===== config.mk =====
export PLATFORM = sky130hd
export DESIGN_NAME = pulse_train_gen_flat
export DESIGN_NICKNAME = d
export VERILOG_FILES = /design/src/rtl/pulse_train_if.sv /design/src/rtl/pulse_train_gen.sv /design/src/flat_wrapper.sv
export SDC_FILE = /design/constraint.sdc
export NUM_CORES = 1
export LEC_CHECK = 0
export ABC_AREA = 1
export CORE_MARGIN = 4
export CORE_UTILIZATION = 40
export DETAILED_ROUTE_END_ITERATION = 12
export PLACE_DENSITY_LB_ADDON = 0.12
export SLEW_MARGIN = 20
export SYNTH_ARGS = -nofsm -noshare
export SYNTH_HDL_FRONTEND = slang
export SYNTH_SLANG_ARGS = --single-unit

===== constraint.sdc =====
create_clock -name clk_inner -period 1.8 [get_ports clk_inner]
set_input_delay 0.36 -clock clk_inner [delete_from_list [all_inputs] [get_ports clk_inner]]
set_output_delay 0.36 -clock clk_inner [all_outputs]
set_load 0.02 [all_outputs]

===== src/rtl/pulse_train_if.sv =====
// Interface bundling the control, configuration and status signals of the
// pulse train generator. The master side requests bursts; the slave side
// (the generator) produces the waveform and status.
interface pulse_train_if #(
  parameter int CNT_W = 16
) ();

  logic             start;
  logic             stop;
  logic [CNT_W-1:0] high_len;
  logic [CNT_W-1:0] low_len;
  logic [CNT_W-1:0] burst_len;
  logic             clk_out;
  logic             busy;
  logic             done;
  logic [CNT_W-1:0] pulse_cnt;

  modport master (
    output start,
    output stop,
    output high_len,
    output low_len,
    output burst_len,
    input  clk_out,
    input  busy,
    input  done,
    input  pulse_cnt
  );

  modport slave (
    input  start,
    input  stop,
    input  high_len,
    input  low_len,
    input  burst_len,
    output clk_out,
    output busy,
    output done,
    output pulse_cnt
  );

endinterface


===== src/rtl/pulse_train_gen.sv =====
// Programmable square-wave burst generator. Every low phase is at least
// MIN_LOW cycles and every high phase at least MIN_HIGH cycles so the
// downstream edge-detecting divider always sees a clean, debounced edge.
// The burst ends with a full-length trailing low before returning to idle.
module pulse_train_gen #(
  parameter int CNT_W    = 16,
  parameter int MIN_LOW  = 9,
  parameter int MIN_HIGH = 4
) (
  input  logic          clk_inner,
  input  logic          rst_n,
  pulse_train_if.slave  bus
);

  typedef enum logic [1:0] {
    IDLE = 2'd0,
    LOW  = 2'd1,
    HIGH = 2'd2,
    TAIL = 2'd3
  } state_t;

  localparam logic [CNT_W-1:0] MIN_LOW_V  = CNT_W'(MIN_LOW);
  localparam logic [CNT_W-1:0] MIN_HIGH_V = CNT_W'(MIN_HIGH);
  localparam logic [CNT_W-1:0] ONE        = CNT_W'(1);

  state_t           state, state_nx;
  logic [CNT_W-1:0] len_cnt, len_nx;
  logic [CNT_W-1:0] eff_high, eff_high_nx;
  logic [CNT_W-1:0] eff_low, eff_low_nx;
  logic [CNT_W-1:0] burst_lat, burst_nx;
  logic [CNT_W-1:0] pulse_cnt, pulse_nx;
  logic             stop_lat, stop_nx;
  logic             clk_out, clk_out_nx;
  logic             busy, busy_nx;
  logic             done, done_nx;

  logic [CNT_W-1:0] eff_high_in;
  logic [CNT_W-1:0] eff_low_in;
  logic             stop_seen;
  logic             burst_reached;

  assign eff_high_in   = (bus.high_len < MIN_HIGH_V) ? MIN_HIGH_V : bus.high_len;
  assign eff_low_in    = (bus.low_len  < MIN_LOW_V)  ? MIN_LOW_V  : bus.low_len;
  assign stop_seen     = stop_lat | bus.stop;
  assign burst_reached = (burst_lat != '0) && (pulse_cnt == burst_lat);

  // State, counters and registered outputs; reset forces clk_out low at once
  always_ff @(posedge clk_inner or negedge rst_n) begin
    if (!rst_n) begin
      state     <= IDLE;
      len_cnt   <= '0;
      eff_high  <= '0;
      eff_low   <= '0;
      burst_lat <= '0;
      pulse_cnt <= '0;
      stop_lat  <= 1'b0;
      clk_out   <= 1'b0;
      busy      <= 1'b0;
      done      <= 1'b0;
    end else begin
      state     <= state_nx;
      len_cnt   <= len_nx;
      eff_high  <= eff_high_nx;
      eff_low   <= eff_low_nx;
      burst_lat <= burst_nx;
      pulse_cnt <= pulse_nx;
      stop_lat  <= stop_nx;
      clk_out   <= clk_out_nx;
      busy      <= busy_nx;
      done      <= done_nx;
    end
  end

  // Next-state logic; len_cnt holds the remaining cycles of the phase minus one
  always_comb begin
    state_nx    = state;
    len_nx      = len_cnt;
    eff_high_nx = eff_high;
    eff_low_nx  = eff_low;
    burst_nx    = burst_lat;
    pulse_nx    = pulse_cnt;
    stop_nx     = stop_lat;
    done_nx     = 1'b0;

    case (state)
      IDLE: begin
        if (bus.start && !bus.stop) begin
          eff_high_nx = eff_high_in;
          eff_low_nx  = eff_low_in;
          burst_nx    = bus.burst_len;
          pulse_nx    = '0;
          len_nx      = eff_low_in - ONE;
          stop_nx     = 1'b0;
          state_nx    = LOW;
        end
      end

      LOW: begin
        stop_nx = stop_seen;
        if (len_cnt == '0) begin
          if (stop_seen) begin
            state_nx = IDLE;
            done_nx  = 1'b1;
            stop_nx  = 1'b0;
          end else begin
            state_nx = HIGH;
            len_nx   = eff_high - ONE;
            pulse_nx = pulse_cnt + ONE;
          end
        end else begin
          len_nx = len_cnt - ONE;
          if (stop_seen) begin
            state_nx = TAIL;
          end
        end
      end

      HIGH: begin
        stop_nx = stop_seen;
        if (len_cnt == '0) begin
          len_nx = eff_low - ONE;
          if (stop_seen || burst_reached) begin
            state_nx = TAIL;
          end else begin
            state_nx = LOW;
          end
        end else begin
          len_nx = len_cnt - ONE;
        end
      end

      TAIL: begin
        if (len_cnt == '0) begin
          state_nx = IDLE;
          done_nx  = 1'b1;
          stop_nx  = 1'b0;
        end else begin
          len_nx = len_cnt - ONE;
        end
      end

      default: begin
        state_nx = IDLE;
      end
    endcase

    clk_out_nx = (state_nx == HIGH);
    busy_nx    = (state_nx != IDLE);
  end

  assign bus.clk_out   = clk_out;
  assign bus.busy      = busy;
  assign bus.done      = done;
  assign bus.pulse_cnt = pulse_cnt;

endmodule


===== src/flat_wrapper.sv =====
// flat-port wrapper written by rule: the top's interface ports become plain ports
module pulse_train_gen_flat 
#(
  parameter int CNT_W    = 16,
  parameter int MIN_LOW  = 9,
  parameter int MIN_HIGH = 4
)
  (clk_inner, rst_n, bus_start, bus_stop, bus_high_len, bus_low_len, bus_burst_len, bus_clk_out, bus_busy, bus_done, bus_pulse_cnt);
  pulse_train_if #(.CNT_W(CNT_W)) bus_i ();
  input  logic clk_inner;
  input  logic rst_n;
  input wire logic [$bits(bus_i.start)-1:0] bus_start;
  input wire logic [$bits(bus_i.stop)-1:0] bus_stop;
  input wire logic [$bits(bus_i.high_len)-1:0] bus_high_len;
  input wire logic [$bits(bus_i.low_len)-1:0] bus_low_len;
  input wire logic [$bits(bus_i.burst_len)-1:0] bus_burst_len;
  output wire logic [$bits(bus_i.clk_out)-1:0] bus_clk_out;
  output wire logic [$bits(bus_i.busy)-1:0] bus_busy;
  output wire logic [$bits(bus_i.done)-1:0] bus_done;
  output wire logic [$bits(bus_i.pulse_cnt)-1:0] bus_pulse_cnt;
  assign bus_i.start = bus_start;
  assign bus_i.stop = bus_stop;
  assign bus_i.high_len = bus_high_len;
  assign bus_i.low_len = bus_low_len;
  assign bus_i.burst_len = bus_burst_len;
  assign bus_clk_out = bus_i.clk_out;
  assign bus_busy = bus_i.busy;
  assign bus_done = bus_i.done;
  assign bus_pulse_cnt = bus_i.pulse_cnt;
  pulse_train_gen #(.CNT_W(CNT_W), .MIN_LOW(MIN_LOW), .MIN_HIGH(MIN_HIGH)) u_core (.clk_inner(clk_inner), .rst_n(rst_n), .bus(bus_i));
endmodule

After elaboration in Yosys (flattened, before gate mapping). Index checks and enable logic that the tools add are counted.

Flip-flop bits (word level): 86. Input port bits: 52. Output and inout bits: 19. Logic and storage cells: 70.

$add $sub $neg: 5. $lt $le $gt $ge: 2. Equal/unequal tests: 11. Mux-type cells: 28. Bitwise operators: 1. Reductions and logical operators: 13.

Operators by type and width (number): 2-to-1 mux 16 bit (10); one-hot mux 16 bit (4 select lines) (1); subtractor 16 x 1 -> 16 bit (second input constant) (4); one-hot mux 16 bit (2 select lines) (1); adder 16 x 1 -> 16 bit (second input constant) (1); == test 16 bit (1); zero test 16 bit (1); < comparator 16 x 3 -> 1 bit (second input constant) (1); < comparator 16 x 4 -> 1 bit (second input constant) (1); nonzero test 16 bit (1); 2-to-1 mux 2 bit (7); one-hot mux 2 bit (4 select lines) (1); == test 2 bit (second input constant) (3); 2-to-1 mux 1 bit (6); != test 2 x 1 -> 1 bit (second input constant) (3); != test 2 bit (second input constant) (2); one-hot mux 1 bit (4 select lines) (1); AND reduction 2 bit (2); AND reduction 4 bit (1); nonzero test 2 bit (2); != test 3 bit (second input constant) (1); AND reduction 3 bit (1); == test 2 x 1 -> 1 bit (second input constant) (1); logical AND 1 bit (2); other kinds (5) (5).

Logic depth before layout (Yosys ltp). Gate-level depths: netlist of run 1.

Word-level depth: 7. Mapped depth: 15. Gate-level depth less buffers: 15.

Least setup slack after synthesis of run 1. Ideal clock, no wire load.

Kind: input to register. Start: input port bus_low_len[8]. End: register u_core.len_cnt[10]. Setup time: 117 ps. Arrival time: 1670 ps. Required time: 1683 ps. Setup slack: 13 ps. Stages: 13. Buffers on the path: 0. Cells stage by stage: nor2_2 nand2_1 nor2_1 nand3_2 nand2_1 ha_1 nand4_1 nor2_1 nand3_1 nand3_1 nand2_1 nand2_1 nand2_1.

Cells in the longest elaborated chain, start to end: 5.

Ends and longest elaborated chain: start: declaration (RTL line flat_wrapper.sv:15) `input wire logic [$bits(bus_i.low_len)-1:0] bus_low_len;`; < comparator 16 x 4 -> 1 bit (RTL line pulse_train_gen.sv:43) `assign eff_low_in = (bus.low_len < MIN_LOW_V) ? MIN_LOW_V : bus.low_len;`; 2-to-1 mux 16 bit (*) (RTL line pulse_train_gen.sv:43); subtractor 16 x 1 -> 16 bit (*) (RTL line pulse_train_gen.sv:92) `len_nx = eff_low_in - ONE;`; 2-to-1 mux 16 bit (*) (RTL line pulse_train_gen.sv:87) `if (bus.start && !bus.stop) begin`; one-hot mux 16 bit (4 select lines) (*) (RTL line pulse_train_gen.sv:85) `case (state)`; end signal: assignment (RTL line pulse_train_gen.sv:62) `len_cnt <= len_nx;`; end: declaration (RTL line pulse_train_gen.sv:27) `logic [CNT_W-1:0] len_cnt, len_nx;`.

Mark *: on every way between the ends. The rest lies on a longest branch, timed or not. The select of a mux whose other input is x is not followed. A chain may end at the register's enable or synchronous reset.

Worst setup path in the final report of run 1.
Start: register u_core.len_cnt[0]. End: register u_core.len_cnt[2].

Cells in the longest elaborated chain, start to end: 3. Elaborated cells on any way between the ends: 9. Classes of those cells: add/sub: 1; eq/ne: 2; mux: 4; reduce/logical: 2.

Ends and longest elaborated chain: subtractor 16 x 1 -> 16 bit / zero test 16 bit (equally long branches); 2-to-1 mux 16 bit, or another cell as far along (RTL line pulse_train_gen.sv:133) `if (len_cnt == '0) begin`; one-hot mux 16 bit (4 select lines) / AND reduction 3 bit (equally long branches).

Parallel ways exist; a longest one is shown, timed or not. The select of a mux whose other input is x is not followed.

==> results.yml, run 1 <==
floorplanning:
  start_util: 0.415
  core_area_um2: 14100
  io_pins: 71
  die_x_um: 129
  dieArea_um2: 16600
  rows: 43
  dieHeight_um: 129
synth:
  post_synth_num_cell_types: 41
  synth-xor-area-share: 0.0539
  synth_seq_area_share: 0.368
  syn_area_um2: 5850
  synth-edff-count: 0
  synth-simple-area-share: 0.384
  synth_top_family_by_area: "simple AND/OR/NAND/NOR gates"
  ys_async_sr_fraction: 1.00
  syn_inst: 859
  synth.area.mux_share: 0
  yosys_warnings: 0
  synth-compound-area-share: 0.101
  yosys_register_bits: 86
  synth_fa_ha_area_frac: 0.0214
  avgSynthCellArea_um2: 6.81
  synth_top_flop_cell: "dfrtp_1"
  synth_nets: 921
global_routing:
  antenna_found_initial: 0
  grt_pass1_vias: 5925
  grt_pass1_wl_um: 28900
  grt_overflow: 0
  grt_start_max_net_pins: 60
  track_usage: 0.218
setup_path:
  r2r-end: "u_core.len_cnt[2]$_DFFE_PN0P_"
  r2r-start: "u_core.len_cnt[0]$_DFFE_PN0P_"
  start_kind: "register"
  max_stage_delay_ns: 0.40
  crit_top_cell: "inv_2"
  crit_path_top_delay_cell: "dfrtp_1"
  path_class: "reg -> reg"
  path_max_fanout: 15
  endpoint_kind: "register"
  required_ns: 2.04
  crit_chain: "inv_2, ha_4, nand2_4, nor2_8, nand4_4, buf_6, o22ai_4, inv_2, buf_12, nand3_1, o21ai_1"
  worstPathArrival_ns: 2.07
  worst-r2r-setup-slack_ns: -0.03
  rr_worst_depth: 11
routing:
  drc: 0
  ant_nets: 0
  viasPerCell: 5.03
  firstDrtPassIters: 4
  wl_per_cell_um: 14.6
  drt_iter0_markers: 431
  drt_wl_total_um: 18300
  vias: 6270
run_status:
  status: "finished with violations"
  violations: "setup timing"
placement:
  place_ws_ns: -0.684
  dp_hpwl_um: 13300
  gp_congestion: 0.887
  place.port_buffers: 70
hold_path:
  hp-class: "in -> reg"
  min_to: "u_core.eff_low[7]$_DFFE_PN0P_"
  hold_start: "bus_low_len[7]"
  hold_path_depth: 4
timing:
  period_minus_slack_ns: 1.83
  clock.fmax_mhz: 546
  setup_violations: 9
  skew_ns: 0.0112
  drv_slew: 0
  holdWs_ns: 0.385
  finalHoldViolCount: 0
  maxSlewHeadroom: 0.622
  setup_slack_ns: -0.0299
  finalCritPeriodShare: 1.02
  worst_pin_slew_ns: 0.563
  rsz0062_at_grt: "true"
clock_tree:
  cts.sinks: 86
  clockBufferDepth: 2
  ctsRootBufferMaster: "clkbuf_16"
  cts-htree-levels: 3
  clkTransAtPathRegs_ns: 0.07
  cts_tree: "yes"
  clk_latency_ns: 0.36
  cts_inserted_buffers: 9
power_and_ir_drop:
  power_leakage_nw: 4.20
  powerDensity_nw_per_um2: 1560
  peakVddDrop_v: 0.000969
cells_and_area:
  fillers: 1329
  diodes: 0
  final_nets: 1124
  final-seq-area_um2: 2150
  drive_gt1_frac: 0.250
  area_delta_synth_final_pct: 45.5
  final_common_cell: "nand2_1"
  mostFrequentLayoutCells: "253 x nand2_1, 127 x buf_4, 85 x dfrtp_1"
  multi_input_area_um2: 3570
  final_core_util: 0.603
run:
  maxCapViolations: 0
## worst max path at each step
stage / start / endpoint
floorplan: bus_low_len[8] / u_core.len_cnt[10]$_DFFE_PN0P_
global placement: bus_low_len[8] / u_core.len_cnt[10]$_DFFE_PN0P_
detailed placement: bus_low_len[12] / u_core.len_cnt[10]$_DFFE_PN0P_
CTS: u_core.len_cnt[1]$_DFFE_PN0P_ / u_core.bus.pulse_cnt[15]$_DFFE_PN0P_
global route: u_core.len_cnt[0]$_DFFE_PN0P_ / u_core.bus.pulse_cnt[4]$_DFFE_PN0P_
finish: u_core.len_cnt[0]$_DFFE_PN0P_ / u_core.len_cnt[2]$_DFFE_PN0P_
## timing repair
action | in CTS | in global routing
buffers inserted | 32 | 7
cloned | 0 | 2
setup endpoints to repair | 43 | 41
hold buffers | 1 | 0
pin swaps | 31 | 31
resized for setup | 57 | 86
hold endpoints to repair | 9 | 0
## synthesized netlist by cell type, types with 2 or more instances
master    instances  area, um^2
nor3_1            9        45.0
a31oi_1           2        12.5
a21oi_1          24         120
buf_2             7        35.0
o21ai_0          54         270
nand3b_1          3        22.5
clkinv_1          2        7.51
nor4_1            5        31.3
nand3_1          71         355
dfrtp_1          86        2150
xnor2_1          22         193
a21boi_1          2        15.0
nand2_2           3        18.8
xor2_1           14         123
a21o_1            3        22.5
nand2_1         278        1040
o21ai_1           5        25.0
nor2_2            5        31.3
o22ai_1           9        56.3
inv_1            84         315
nor2_1          104         390
clkbuf_1         13        48.8
nand2_4           4        45.0
ha_1             10         125
inv_2             2        7.51
nand4_1          17         106
nor2_4            7        78.8
## through the flow
stage,cells,total power [mW],area [um^2],TNS (ns)
after floorplan,859,7.75,5850,0
after global placement,1189,10.3,7520,-11.61
after detailed placement,1189,10.4,7520,-13.44
after CTS,1238,12.7,8190,-0.0458
after global routing,1247,14.3,8510,-2.43
final,1247,13.2,8510,-0.144
## cells by family (layout without fill, tap and decap cells)
| logic type | after synthesis | count (layout) |
|---|---|---|
| flops | 86 | 86 |
| fa+ha+maj | 10 | 10 |
| simple gates | 512 | 512 |
| buf+inv | 109 | 317 |
| compound gates | 106 | 106 |
| xor+xnor | 36 | 36 |
## layer usage
| layer | up-vias | share of wire | GRT usage |
|---|---|---|---|
| met5 | - | 0 | 0 |
| met4 | 0 | 0.019 | 0.0692 |
| met3 | 23 | 0.047 | 0.0361 |
| met2 | 142 | 0.47 | 0.359 |
| met1 | 2937 | 0.46 | 0.295 |
| li1 | 3168 | - | - |
## report_power, final
group | internal [mW] | switching (mW) | leakage [nW] | total (mW)
combinational | 3.23 | 4.07 | 2.96 | 7.31
sequential | 2.83 | 1.02 | 1.08 | 3.85
clock | 1.22 | 0.849 | 0.152 | 2.07
## sequential cells by signal, summed over array words and instances (netlist names)
name / cells
u_core.burst_lat: 16
u_core.bus.pulse_cnt: 16
u_core.eff_high: 16
u_core.eff_low: 16
u_core.len_cnt: 16
u_core.state: 2
u_core.bus.busy: 1
u_core.bus.clk_out: 1
u_core.bus.done: 1
u_core.stop_lat: 1
## cell type report
cell class,instances,share of cell area
Clock buffer,9,0.0265
Clock inverter,7,0.0115
Inverter,88,0.0399
Multi-Input combinational cell,664,0.420
Sequential cell,86,0.253
Tap cell,180,0.0265
Timing Repair Buffer,213,0.222
## worst max-delay path: cells and delay by family, from the launching register on
kind	cells	cell delay, ns
fa+ha+maj	1	0.15
simple gates	4	0.45
buf+inv	4	0.47
flops	1	0.40
compound gates	2	0.23
No activity file was read; power rests on OpenSTA's default activity.
==> inputs of run 2 (changes only) <==
- CTS_CLUSTER_DIAMETER: default -> 30
- GPL_TIMING_DRIVEN: default -> 0
- MAX_ROUTING_LAYER: default -> met4
==> run 2 against run 1 <==
Against the previous run:
- clock skew about the same
- total power decreased by 2.8%
- combinational power decreased by 4.2%
- critical path depth increased by 2
- worst hold slack got worse by 0.065 ns
- critical path type unchanged
- clock-buffer cell count increased by 3
- clock power decreased by 5%
- non-clock buffer count decreased by 77
- the run still ends with setup timing left
- largest power group unchanged
- largest cell class unchanged
- sequential share of layout area increased by 2.0 points
==> results.yml, run 2 (synthesized netlist as in run 1, its figures left out) <==
routing:
  drt_wl_total_um: 18500
  viasPerCell: 5.14
  drt_iter0_markers: 401
  wl_per_cell_um: 15.8
  drc: 0
  firstDrtPassIters: 5
  ant_nets: 0
  vias: 6019
global_routing:
  grt_overflow: 0
  grt_pass1_wl_um: 28900
  antenna_found_initial: 0
  grt_start_max_net_pins: 71
  track_usage: 0.228
  grt_pass1_vias: 5568
cells_and_area:
  drive_gt1_frac: 0.209
  mostFrequentLayoutCells: "263 x nand2_1, 81 x nor2_1, 81 x dfrtp_1"
  final_common_cell: "nand2_1"
  diodes: 0
  area_delta_synth_final_pct: 35.1
  final_nets: 1047
setup_path:
  path_class: "reg -> reg"
  start_kind: "register"
  path_max_fanout: 5
  endpoint_kind: "register"
  r2r-start: "u_core.len_cnt[3]$_DFFE_PN0P_"
  rr_worst_depth: 13
  worstPathArrival_ns: 2.08
  startpoint: "u_core.len_cnt[3]$_DFFE_PN0P_"
  required_ns: 2.03
placement:
  dp_hpwl_um: 13700
  gp_congestion: 0.924
  place_ws_ns: -1.10
  place.port_buffers: 70
floorplanning:
  rows: 43
  dieArea_um2: 16600
  io_pins: 71
  start_util: 0.415
  core_area_um2: 14100
  die_x_um: 129
  dieHeight_um: 129
timing:
  rsz0062_at_grt: "true"
  clock.fmax_mhz: 540
  setup_violations: 11
  worst_pin_slew_ns: 0.507
  drv_slew: 0
  finalCritPeriodShare: 1.03
  period_minus_slack_ns: 1.85
  setup_slack_ns: -0.0527
  finalHoldViolCount: 0
  maxSlewHeadroom: 0.659
  skew_ns: 0.0108
power_and_ir_drop:
  powerDensity_nw_per_um2: 1630
  peakVddDrop_v: 0.000892
  power_leakage_nw: 3.68
  finalPower_mw: 12.9
run_status:
  status: "finished with violations"
  violations: "setup timing"
clock_tree:
  cts-htree-levels: 3
  cts_tree: "yes"
  ctsRootBufferMaster: "clkbuf_16"
  cts.sinks: 86
  clockBufferDepth: 2
  clk_latency_ns: 0.35
  clkTransAtPathRegs_ns: 0.06
  cts_inserted_buffers: 9
hold_path:
  hp-class: "in -> reg"
  hold_path_depth: 3
  hold_start: "bus_low_len[15]"
run:
  maxCapViolations: 0
==> run 2: cell count changes in the layout (fill, tap and decap cells not counted), sizes merged, moves of 2 or more <==
cell / delta
clkdlybuf4s50: +2
dlygate4sd2: -7
inv: -2
clkdlybuf4s15: +6
clkbuf: +19
buf: -88
dlymetal6s2s: -6
==> run 2: worst paths after layout <==
path | to | slack (ns)
max | u_core.len_cnt[11]$_DFFE_PN0P_ | -0.05
min | u_core.eff_low[15]$_DFFE_PN0P_ | 0.32
max reg2reg | u_core.len_cnt[11]$_DFFE_PN0P_ | -0.05
min reg2reg | u_core.burst_lat[2]$_DFFE_PN0P_ | 0.53
max in group asynchronous | u_core.state[1]$_DFF_PN0_ | 0.76
min in group asynchronous | u_core.eff_high[1]$_DFFE_PN0P_ | 0.41
==> run 2: where the power goes <==
part           switching (mW)  internal [mW]  total [mW]
Combinational            4.14           2.86        7.00
Sequential               1.07           2.84        3.91
Clock                   0.799           1.16        1.96
Total                    6.01           6.86        12.9
==> run 2: critical path: stages (launching register included) <==
cell and delay [ns]:
dfrtp_2 0.45, nor2_4 0.15, nand2_4 0.08, nor2_8 0.17, nand4_4 0.17, nand2_2 0.13
nand2_4 0.07, buf_6 0.13, nand2_1 0.06, nand2_1 0.06, nand2_1 0.05, nand2_1 0.06
nand2_1 0.09, nand2_1 0.05
==> run 2: per-layer routing <==
| layer | track usage | part of all wire | up-vias |
|---|---|---|---|
| met5 | - | 0 | - |
| met4 | 0.0581 | 0.017 | 0 |
| met3 | 0.0436 | 0.052 | 27 |
| met2 | 0.340 | 0.46 | 150 |
| met1 | 0.321 | 0.47 | 2819 |
| li1 | - | - | 3023 |
==> run 2: layout make-up <==
cell class	instances	area [um^2]
Buffer	19	121
Clock buffer	12	256
Clock inverter	4	55.1
Fill cell	1364	6200
Inverter	88	347
Multi-Input combinational cell	664	3680
Sequential cell	86	2160
Tap cell	180	225
Timing Repair Buffer	117	1060
==> run 2: metrics by stage <==
stage | setup TNS, ns | hold slack [ns] | instance area [um^2] | utilization | cells
floorplan | 0 | 0.0644 | 5850 | - | 859
global placement | -305.33 | 0.507 | 6770 | 0.480 | 1109
detailed placement | -48.37 | 0.210 | 6800 | 0.482 | 1110
CTS | -0.0978 | 0.401 | 7580 | 0.538 | 1153
global route | -3.13 | 0.323 | 7900 | 0.560 | 1170
finish | -0.322 | 0.320 | 7900 | 0.560 | 1170
==> run 2: what timing repair did <==
action,4_1_cts,5_1_grt
resized for setup,129,78
pin swaps,20,32
endpoints found under the hold margin,16,0
setup endpoints to repair,91,80
setup buffers,27,17
gates cloned,1,0
hold buffers,1,0
==> inputs of run 3 (changes only) <==
- CORE_UTILIZATION: 40 -> 43
==> run 3 against run 2 <==
Against the previous run:
- the flow still finishes with violations (setup timing)
- die area fell by 6.6%
- non-clock buffer count shrank 9
- clock-buffer cell count down 2
- worst setup slack better by 0.041 ns
- critical path type unchanged
- largest cell class unchanged
==> results.yml, run 3 (synthesized netlist as in run 1, its figures left out) <==
run_status:
  status: "finished with violations"
  violations: "setup timing"
setup_path:
  rr_worst_depth: 13
  path_max_fanout: 5
  required_ns: 2.04
  crit_chain: "nor2_1, nand3_2, inv_2, nand4_4, nand2_2, nand2_4, buf_6, nand2_2, nand2_1, nand2_1, nand2_1, nand2_1, nand2_1"
  crit_path_top_delay_cell: "dfrtp_1"
  worst-r2r-setup-slack_ns: -0.01
  crit_top_cell: "nand2_1"
  r2r-end: "u_core.len_cnt[13]$_DFFE_PN0P_"
  cpLargestDelayFamily: "simple AND/OR/NAND/NOR gates"
  max_stage_delay_ns: 0.44
  path_class: "reg -> reg"
  start_kind: "register"
  r2r-start: "u_core.len_cnt[13]$_DFFE_PN0P_"
  endpoint_kind: "register"
  critPathBufInv: 2
  worstPathArrival_ns: 2.06
placement:
  place.port_buffers: 70
  dp_hpwl_um: 13400
  dp.cells: 1106
  gp_congestion: 0.932
  post_dp_cell_area_um2: 6800
timing:
  skew_ns: 0.00817
  rsz0062_at_grt: "true"
  setup_violations: 4
  drv_slew: 0
  clock.fmax_mhz: 552
  finalHoldViolCount: 0
  finalCritPeriodShare: 1.01
  period_minus_slack_ns: 1.81
  worst_pin_slew_ns: 0.463
  maxSlewHeadroom: 0.689
  fin_setup_tns_ns: -0.0262
  setup_slack_ns: -0.0122
cells_and_area:
  area_delta_synth_final_pct: 34.1
  final_cell_area_um2: 7840
  final_common_cell: "nand2_1"
  stdcell_count: 1157
  drive_gt1_frac: 0.204
  final_nets: 1038
  mostFrequentLayoutCells: "259 x nand2_1, 82 x dfrtp_1, 76 x nor2_1"
  diodes: 0
power_and_ir_drop:
  powerDensity_nw_per_um2: 1670
  peakVddDrop_v: 0.00108
  finalPower_mw: 13.1
  power_leakage_nw: 3.72
floorplanning:
  core_area_um2: 13300
  start_util: 0.440
  dieArea_um2: 15500
  rows: 42
  io_pins: 71
  dieHeight_um: 125
  die_x_um: 125
global_routing:
  track_usage: 0.243
  use_met3: 0.0579
  busiest_layer: "met2"
  grt_pass1_vias: 5785
  grtUsageMet1: 0.328
  grt_start_max_net_pins: 71
  antenna_found_initial: 0
  grt_pass1_wl_um: 29600
  grt_overflow: 0
  use_met2: 0.372
run:
  maxCapViolations: 0
routing:
  drt_wl_total_um: 18300
  ant_nets: 0
  wl_per_cell_um: 15.8
  vias: 6023
  firstDrtPassIters: 5
  drt_iter0_markers: 481
  drc: 0
  viasPerCell: 5.21
hold_path:
  hp-class: "in -> reg"
  hold_path_depth: 3
  hold_start: "bus_low_len[14]"
  min_to: "u_core.eff_low[14]$_DFFE_PN0P_"
clock_tree:
  clkTransAtPathRegs_ns: 0.07
  ctsRootBufferMaster: "clkbuf_16"
  cts_inserted_buffers: 9
  cts_tree: "yes"
  clockBufferDepth: 2
  cts.sinks: 86
  cts-htree-levels: 3
  clk_latency_ns: 0.36
run 3: changes by cell type in the layout (fill, tap and decap cells not counted), moves of 5 or more:
cell / before / now
dlygate4sd2_1: 15 / 10
nor2_1: 81 / 76
nand2_2: 15 / 20
buf_4: 44 / 39
dlymetal6s2s_1: 2 / 7
run 3: stage by stage:
stage,utilization,setup WS [ns],hold WS [ns]
6_report,0.589,-0.0122,0.301
5_1_grt,0.589,-0.147,0.314
4_1_cts,0.566,-0.00426,0.307
3_5_place_dp,0.511,-1.12,0.210
3_3_place_gp,0.509,-3.02,0.509
2_1_floorplan,-,0.0134,0.0644
run 3: cell type report:
type | count | area [um^2]
buffer | 19 | 133
clock buffer | 10 | 239
clock inverter | 6 | 92.6
fill | 1276 | 5460
inverter | 88 | 347
multi-input combinational | 664 | 3650
sequential | 86 | 2160
tap | 176 | 220
timing repair buffer | 108 | 995
run 3: worst max path at each step:
stage | startpoint | endpoint | cells after the start
global placement | rst_n | u_core.len_cnt[12]$_DFFE_PN0P_ | 1
global route | u_core.len_cnt[9]$_DFFE_PN0P_ | u_core.len_cnt[15]$_DFFE_PN0P_ | 12
detailed placement | bus_low_len[13] | u_core.len_cnt[12]$_DFFE_PN0P_ | 14
floorplan | bus_low_len[8] | u_core.len_cnt[10]$_DFFE_PN0P_ | 13
finish | u_core.len_cnt[13]$_DFFE_PN0P_ | u_core.len_cnt[13]$_DFFE_PN0P_ | 13
CTS | u_core.len_cnt[1]$_DFFE_PN0P_ | u_core.len_cnt[11]$_DFFE_PN0P_ | 14
run 3: routing by layer:
layer | part of all wire | vias up
met3 | 0.064 | 30
met1 | 0.46 | 2811
met5 | 0 | -
met4 | 0.020 | 0
met2 | 0.46 | 173
li1 | - | 3009
run 3: what timing repair did:
action,4_1_cts,5_1_grt
endpoints found under the hold margin,16,0
pin swaps,24,30
endpoints found under the setup margin,87,81
cloned,1,0
resized for setup,122,88
hold buffers,1,0
setup buffers,23,12
run 3: worst reg2reg max path, delay by kind of cell, from the launching register on:
| family | cells | cell delay, ns |
|---|---|---|
| buffers and inverters | 2 | 0.25 |
| and+or+nand+nor | 11 | 1.03 |
| DFF | 1 | 0.44 |
run 3: power breakdown:
group	internal, mW	total [mW]	switching, mW
logic	2.86	7.04	4.17
clock network	1.26	2.11	0.842
registers	2.84	3.93	1.09
total	6.97	13.1	6.10
